<file path="src/rtl/pick_ball_scheduler.sv">
// pick_ball_scheduler: time-shares one rotation LUT among the beads of the
// rotating pick. On frame_start it snapshots the pick geometry, sweeps the
// bead radii through the LUT one per cycle and caches each bead centre.
// During active video it hit-tests the current pixel against the cached centres.
//
// Ports:
//   CLK, Reset            clock, synchronous active-high reset
//   frame_start           one-cycle pulse at start of vertical blanking
//   centerX/centerY       pick pivot
//   radius, PickY         outer bead radius, angle selector
//   drawX/drawY           current pixel
//   lut_req, lut_*        request side of the shared rotation LUT
//   lut_rotx/lut_roty     LUT result, valid LUT_LATENCY cycles after lut_req
//   busy                  sweep in progress
//   showPick              registered hit flag (1-cycle latency from drawX/drawY)
//
// Build option: define PICK_DOUBLE_BUFFER_EN to sweep into a shadow bank that
// is copied to the display bank when the sweep completes.
module pick_ball_scheduler #(
   parameter int unsigned NUM_BALLS   = 10,
   parameter int unsigned RADIUS_STEP = 10,
   parameter int unsigned BALL_R2     = 121,
   parameter int unsigned LUT_LATENCY = 1
) (
   input  logic       CLK,
   input  logic       Reset,
   input  logic       frame_start,
   input  logic [9:0] centerX,
   input  logic [9:0] centerY,
   input  logic [9:0] radius,
   input  logic [9:0] PickY,
   input  logic [9:0] drawX,
   input  logic [9:0] drawY,
   output logic       lut_req,
   output logic [9:0] lut_centerX,
   output logic [9:0] lut_centerY,
   output logic [9:0] lut_radius,
   output logic [9:0] lut_pick_y,
   input  logic [9:0] lut_rotx,
   input  logic [9:0] lut_roty,
   output logic       busy,
   output logic       showPick
);

   localparam int unsigned K_W   = (NUM_BALLS > 1) ? $clog2(NUM_BALLS) : 1;
   localparam int unsigned D_W   = $clog2(LUT_LATENCY + 1);
   localparam int unsigned OFF_W = 16;

   typedef enum logic [1:0] {IDLE, SWEEP, DRAIN} state_t;

   typedef struct packed {
      logic [9:0] x;
      logic [9:0] y;
   } bead_t;

   state_t           state, state_nxt;
   logic [K_W-1:0]   k, k_nxt;
   logic [OFF_W-1:0] off, off_nxt;
   logic [D_W-1:0]   drain_cnt, drain_nxt;
   logic             ld_snap, swap;
   logic [9:0]       r_snap, r_src, radius_nxt;
   logic             req_nxt;

   // State register
   always_ff @(posedge CLK) begin
      if (Reset) state <= IDLE;
      else       state <= state_nxt;
   end

   // Next-state, slot counter and next LUT request (outputs are registered,
   // so the request for the slot entered next cycle is formed here)
   always_comb begin
      state_nxt = state;
      k_nxt     = k;
      off_nxt   = off;
      drain_nxt = drain_cnt;
      ld_snap   = 1'b0;
      swap      = 1'b0;
      unique case (state)
         IDLE: begin
            if (frame_start) begin
               state_nxt = SWEEP;
               k_nxt     = '0;
               off_nxt   = '0;
               ld_snap   = 1'b1;
            end
         end
         SWEEP: begin
            if (k == K_W'(NUM_BALLS - 1)) begin
               state_nxt = DRAIN;
               drain_nxt = '0;
            end else begin
               k_nxt   = k + K_W'(1);
               off_nxt = off + OFF_W'(RADIUS_STEP);
            end
         end
         DRAIN: begin
            if (drain_cnt == D_W'(LUT_LATENCY - 1)) begin
               state_nxt = IDLE;
               swap      = 1'b1;
            end else begin
               drain_nxt = drain_cnt + D_W'(1);
            end
         end
         default: state_nxt = IDLE;
      endcase
      r_src      = ld_snap ? radius : r_snap;
      // Beads whose offset exceeds the radius would sit past the pivot: disabled
      req_nxt    = (state_nxt == SWEEP) && (OFF_W'(r_src) >= off_nxt);
      radius_nxt = (state_nxt == SWEEP) ? 10'(OFF_W'(r_src) - off_nxt) : lut_radius;
   end

   // Counters, snapshots and LUT request outputs
   always_ff @(posedge CLK) begin
      if (Reset) begin
         k           <= '0;
         off         <= '0;
         drain_cnt   <= '0;
         r_snap      <= '0;
         lut_centerX <= '0;
         lut_centerY <= '0;
         lut_pick_y  <= '0;
         lut_req     <= 1'b0;
         lut_radius  <= '0;
         busy        <= 1'b0;
      end else begin
         k          <= k_nxt;
         off        <= off_nxt;
         drain_cnt  <= drain_nxt;
         lut_req    <= req_nxt;
         lut_radius <= radius_nxt;
         busy       <= (state_nxt != IDLE);
         if (ld_snap) begin
            r_snap      <= radius;
            lut_centerX <= centerX;
            lut_centerY <= centerY;
            lut_pick_y  <= PickY;
         end
      end
   end

   // Slot tracking pipe aligned with the LUT latency
   logic [LUT_LATENCY-1:0] pipe_live, pipe_req;
   logic [K_W-1:0]         pipe_k [LUT_LATENCY];
   logic                   ex_live, ex_req;
   logic [K_W-1:0]         ex_k;

   always_ff @(posedge CLK) begin
      if (Reset) begin
         pipe_live <= '0;
         pipe_req  <= '0;
         for (int i = 0; i < LUT_LATENCY; i++) pipe_k[i] <= '0;
      end else begin
         pipe_live[0] <= (state == SWEEP);
         pipe_req[0]  <= lut_req;
         pipe_k[0]    <= k;
         for (int i = 1; i < LUT_LATENCY; i++) begin
            pipe_live[i] <= pipe_live[i-1];
            pipe_req[i]  <= pipe_req[i-1];
            pipe_k[i]    <= pipe_k[i-1];
         end
      end
   end

   assign ex_live = pipe_live[LUT_LATENCY-1];
   assign ex_req  = pipe_req[LUT_LATENCY-1];
   assign ex_k    = pipe_k[LUT_LATENCY-1];

   // Working bank: cleared on sweep entry, written as slots leave the pipe
   bead_t                work [NUM_BALLS];
   bead_t                work_nxt [NUM_BALLS];
   logic [NUM_BALLS-1:0] work_v, work_v_nxt;

   always_comb begin
      work_nxt   = work;
      work_v_nxt = work_v;
      if (ld_snap) work_v_nxt = '0;
      if (ex_live) begin
         work_nxt[ex_k]   = '{x: lut_rotx, y: lut_roty};
         work_v_nxt[ex_k] = ex_req;
      end
   end

   always_ff @(posedge CLK) begin
      if (Reset) work_v <= '0;
      else       work_v <= work_v_nxt;
   end

   always_ff @(posedge CLK) begin
      work <= work_nxt;
   end

   // Display bank seen by the hit test
   bead_t                disp [NUM_BALLS];
   logic [NUM_BALLS-1:0] disp_v;

`ifdef PICK_DOUBLE_BUFFER_EN
   // Copy includes the final slot written on the same edge
   always_ff @(posedge CLK) begin
      if (Reset)     disp_v <= '0;
      else if (swap) disp_v <= work_v_nxt;
   end

   always_ff @(posedge CLK) begin
      if (swap) disp <= work_nxt;
   end
`else
   always_comb begin
      disp   = work;
      disp_v = work_v;
   end
`endif

   // Squared-distance test of one pixel against one bead centre
   function automatic logic bead_hit(input logic [9:0] px, input logic [9:0] py,
                                     input bead_t b);
      logic signed [10:0] dx, dy;
      logic [9:0]         ax, ay;
      logic [20:0]        d2;
      dx = $signed({1'b0, px}) - $signed({1'b0, b.x});
      dy = $signed({1'b0, py}) - $signed({1'b0, b.y});
      ax = dx[10] ? 10'(-dx) : 10'(dx);
      ay = dy[10] ? 10'(-dy) : 10'(dy);
      d2 = 21'(20'(ax) * 20'(ax)) + 21'(20'(ay) * 20'(ay));
      return (d2 <= 21'(BALL_R2));
   endfunction

   logic hit_any;

   always_comb begin
      hit_any = 1'b0;
      for (int i = 0; i < NUM_BALLS; i++) begin
         if (disp_v[i] && bead_hit(drawX, drawY, disp[i])) hit_any = 1'b1;
      end
   end

   always_ff @(posedge CLK) begin
      if (Reset) showPick <= 1'b0;
      else       showPick <= hit_any;
   end

endmodule

</file>
<file path="config.mk">
export PLATFORM = sky130hd
export DESIGN_NAME = pick_ball_scheduler
export DESIGN_NICKNAME = d
export VERILOG_FILES = /design/src/rtl/pick_ball_scheduler.sv
export SDC_FILE = /design/constraint.sdc
export NUM_CORES = 2
export LEC_CHECK = 0
export ABC_CLOCK_PERIOD_IN_PS = 23100
export BUFFER_PORTS_ARGS = -buffer_cell sky130_fd_sc_hd__buf_2
export CAP_MARGIN = 20
export CORE_MARGIN = 2
export CORE_UTILIZATION = 46
export CTS_BUF_LIST = sky130_fd_sc_hd__clkbuf_8
export CTS_CLUSTER_SIZE = 12
export DETAILED_ROUTE_END_ITERATION = 6
export GPL_TIMING_DRIVEN = 0
export RECOVER_POWER = 50
export SLEW_MARGIN = 20
export SYNTH_ARGS = -nofsm -noshare
export SYNTH_HDL_FRONTEND = slang
export SYNTH_SLANG_ARGS = --single-unit
</file>
<file path="constraint.sdc">
create_clock -name CLK -period 23.1 [get_ports CLK]
set_input_delay 3.465 -clock CLK [delete_from_list [all_inputs] [get_ports CLK]]
set_output_delay 3.465 -clock CLK [all_outputs]
set_load 0.01 [all_outputs]
</file>
==> results.py <==
metrics = {
    "status": {
        "status": "complete, but fails checks",
        "violations": "max-capacitance violations, max-slew violations",
    },
    "timing": {
        "tightest_slew_ns": 2.05,
        "clock.fmax_mhz": 66.5,
        "hold_violations": 0,
        "drv_slew": 68,
        "maxSlewHeadroom": -0.373,
        "whs_ns": 0.453,
        "setup_slack_ns": 8.06,
        "fin_crit_sh": 0.651,
        "post-route-min-period_ns": 15.04,
        "finalClockSkew_ns": 0.0361,
        "setup_viol": 0,
        "rsz0062_at_grt": "no",
        "tns_ns": 0,
    },
    "logic_synthesis": {
        "synth_most_common_cell": "inv_1",
        "synth-simple-area-share": 0.132,
        "synth_top_family_by_area": "adder cells",
        "syn_area_um2": 78500,
        "synth_warnings": 0,
        "synth_edf_count": 200,
        "async_flop_share": 0,
        "synthAdderAreaFrac": 0.511,
        "synth-seq-cells": 291,
        "synthMuxAreaShare": 0.0105,
        "synth_compound_area_frac": 0.0814,
        "syn-mean-instance-area_um2": 8.92,
        "syn_inst": 8797,
        "synth_cell_type_count": 98,
        "yosys-top-cells-area": "fa_1, ha_1, inv_1",
        "syn_nets": 11300,
        "synth-xor-area-share": 0.0524,
        "yosys.area.top_type": "fa_1",
        "yosysSeqAreaShare": 0.0997,
        "synth_top_area_share": 0.339,
        "synthTopCellsByCount": "inv_1, fa_1, ha_1",
        "synthFlopType": "edfxtp_1",
    },
    "clock_network": {
        "clockRootBuffer": "clkbuf_8",
        "cts_sinks": 291,
        "postCtsResizedCells": 0,
        "clockBufferDepth": 3,
        "cts_setup_buffers": 0,
        "cts_tree": "yes",
        "clk_latency_ns": 0.66,
        "cts_max_level": 2,
        "clk_pin_slew_ns": 0.07,
        "cts_buffers": 54,
        "hold_buffers": 0,
    },
    "global_routing": {
        "grt_max_degree": 23,
        "grt_pass1_wl_um": 317000,
        "gr-usage-all-layers": 0.226,
        "grt_pass1_vias": 61000,
        "antenna_found_initial": 45,
        "gr-total-overflow": 0,
    },
    "setup_path": {
        "crit_required_ns": 23.67,
        "slowest_delay_ns": 0.78,
        "reg2reg_to": "showPick",
        "slowest_stage": "xor2_1",
        "crit_cells": 39,
        "critPathLaunch": "drawY[0]",
        "r2r-start": "disp[20]",
        "cp.arrival_ns": 15.61,
        "r2r_setup_slack_ns": 11.48,
        "startpoint_type": "input port",
        "crit_path_end_kind": "register",
        "cp_top_family": "adder cells",
        "worstSetupEndpoint": "showPick",
        "critPathKind": "input port to register",
        "crit_fanout": 10,
        "path_common_cell": "fa_1",
        "cp_num_buf_inv": 8,
        "reg2regPathDepth": 37,
    },
    "routing": {
        "drt-initial-drc-count": 3415,
        "via_count": 58000,
        "drt.antenna.violating_nets": 0,
        "drc": 0,
        "viasPerCell": 5.15,
        "wl_per_cell_um": 17.0,
        "firstDrtPassIters": 6,
        "wirelength_um": 191000,
    },
    "die": {
        "die_width_um": 417,
        "ioPinCount": 126,
        "start_util": 0.463,
        "dieArea_um2": 174000,
        "rows": 151,
        "core_um2": 169000,
        "dieHeight_um": 417,
    },
    "hold_path": {
        "hold_class": "register to register",
    },
    "finish": {
        "num-fill-cells": 16200,
        "seqCellArea_um2": 7830,
        "syn_to_final_growth_pct": 5.96,
        "multi_input_area_um2": 61900,
        "final_core_util": 0.491,
        "drive_gt1_frac": 0.0509,
        "fin_nets": 11500,
    },
    "placed_design": {
        "dp_slack_ns": 7.36,
        "place_congestion": 0.891,
        "dp_hpwl_um": 162000,
        "numPortBuffers": 124,
    },
    "flow_run": {
        "cap_violations": 3,
    },
}
[state kept, by name, summed over array words and instances, names as in the netlist]
name,cells
busy,1
disp,200
disp_v,10
ex_live,1
ex_req,1
k,4
lut_centerX,10
lut_centerY,10
lut_pick_y,10
lut_radius,10
lut_req,1
off,16
pipe_k,4
r_snap,10
showPick,1
state,2
[stage by stage]
| step | cell area, um^2 | std cells |
|---|---|---|
| after CTS | 83200 | 11200 |
| after detailed placement | 82100 | 11200 |
| after floorplan | 78500 | 8797 |
| after global placement | 81900 | 11100 |
| final | 83200 | 11300 |
| after global routing | 83200 | 11300 |
[per-layer routing]
layer / track usage / part of all wire / up-vias
met3: 0.0255 / 0.051 / 259
met4: 0.0498 / 0.024 / 12
li1: - / - / 27900
met5: 0 / 0.00041 / -
met2: 0.384 / 0.48 / 1251
met1: 0.310 / 0.45 / 28600
[cells by family after synthesis]
kind of cell    Yosys count
mux                      78
flops                   291
xor+xnor                464
fa+ha+maj              2411
simple gates           2223
buf+inv                2344
compound gates          986
[cell usage in the layout, fill, tap and decap left out, drive strengths merged, types with 41 or more instances in the layout]
cell type,count
nand3,87
dfxtp,91
a21oi,308
inv,2224
clkbuf,193
xor2,198
xnor2,266
ha,1083
edfxtp,200
nor2,892
fa,1328
nor2b,89
or2,135
mux2i,41
a21boi,43
nand2,490
or3,51
a21o,94
buf,138
nor3,110
o21ai,217
nand2b,177
[worst reg2reg max path: cells and delay by family (launching register included)]
kind	cells	cell delay, ns
simple gates	5	1.49
xor+xnor	1	0.78
buf+inv	6	0.32
fa+ha+maj	10	4.50
flops	1	0.33
compound gates	15	4.07
[worst min path at each step]
stage / from / to / cells after the start
6_report: lut_pick_y[2] / lut_pick_y[2] / 2
5_1_grt: lut_pick_y[0] / lut_pick_y[0] / 2
4_1_cts: lut_centerY[5] / lut_centerY[5] / 2
3_5_place_dp: lut_pick_y[2] / lut_pick_y[2] / 2
3_3_place_gp: lut_centerX[7] / lut_centerX[7] / 2
2_1_floorplan: off[0] / off[0] / 1
[area by class of cell]
type	instances	area share
Multi-Input combinational cell	6162	0.744
Inverter	2211	0.0998
Sequential cell	291	0.0941
Tap cell	2218	0.0334
Clock buffer	63	0.0104
Timing Repair Buffer	135	0.00788
Buffer	133	0.00642
Clock inverter	36	0.00341
Antenna cell	20	0.000602
Power is not shown: default switching activity piles up to over one toggle a cycle in this logic, so the estimate is an artifact.
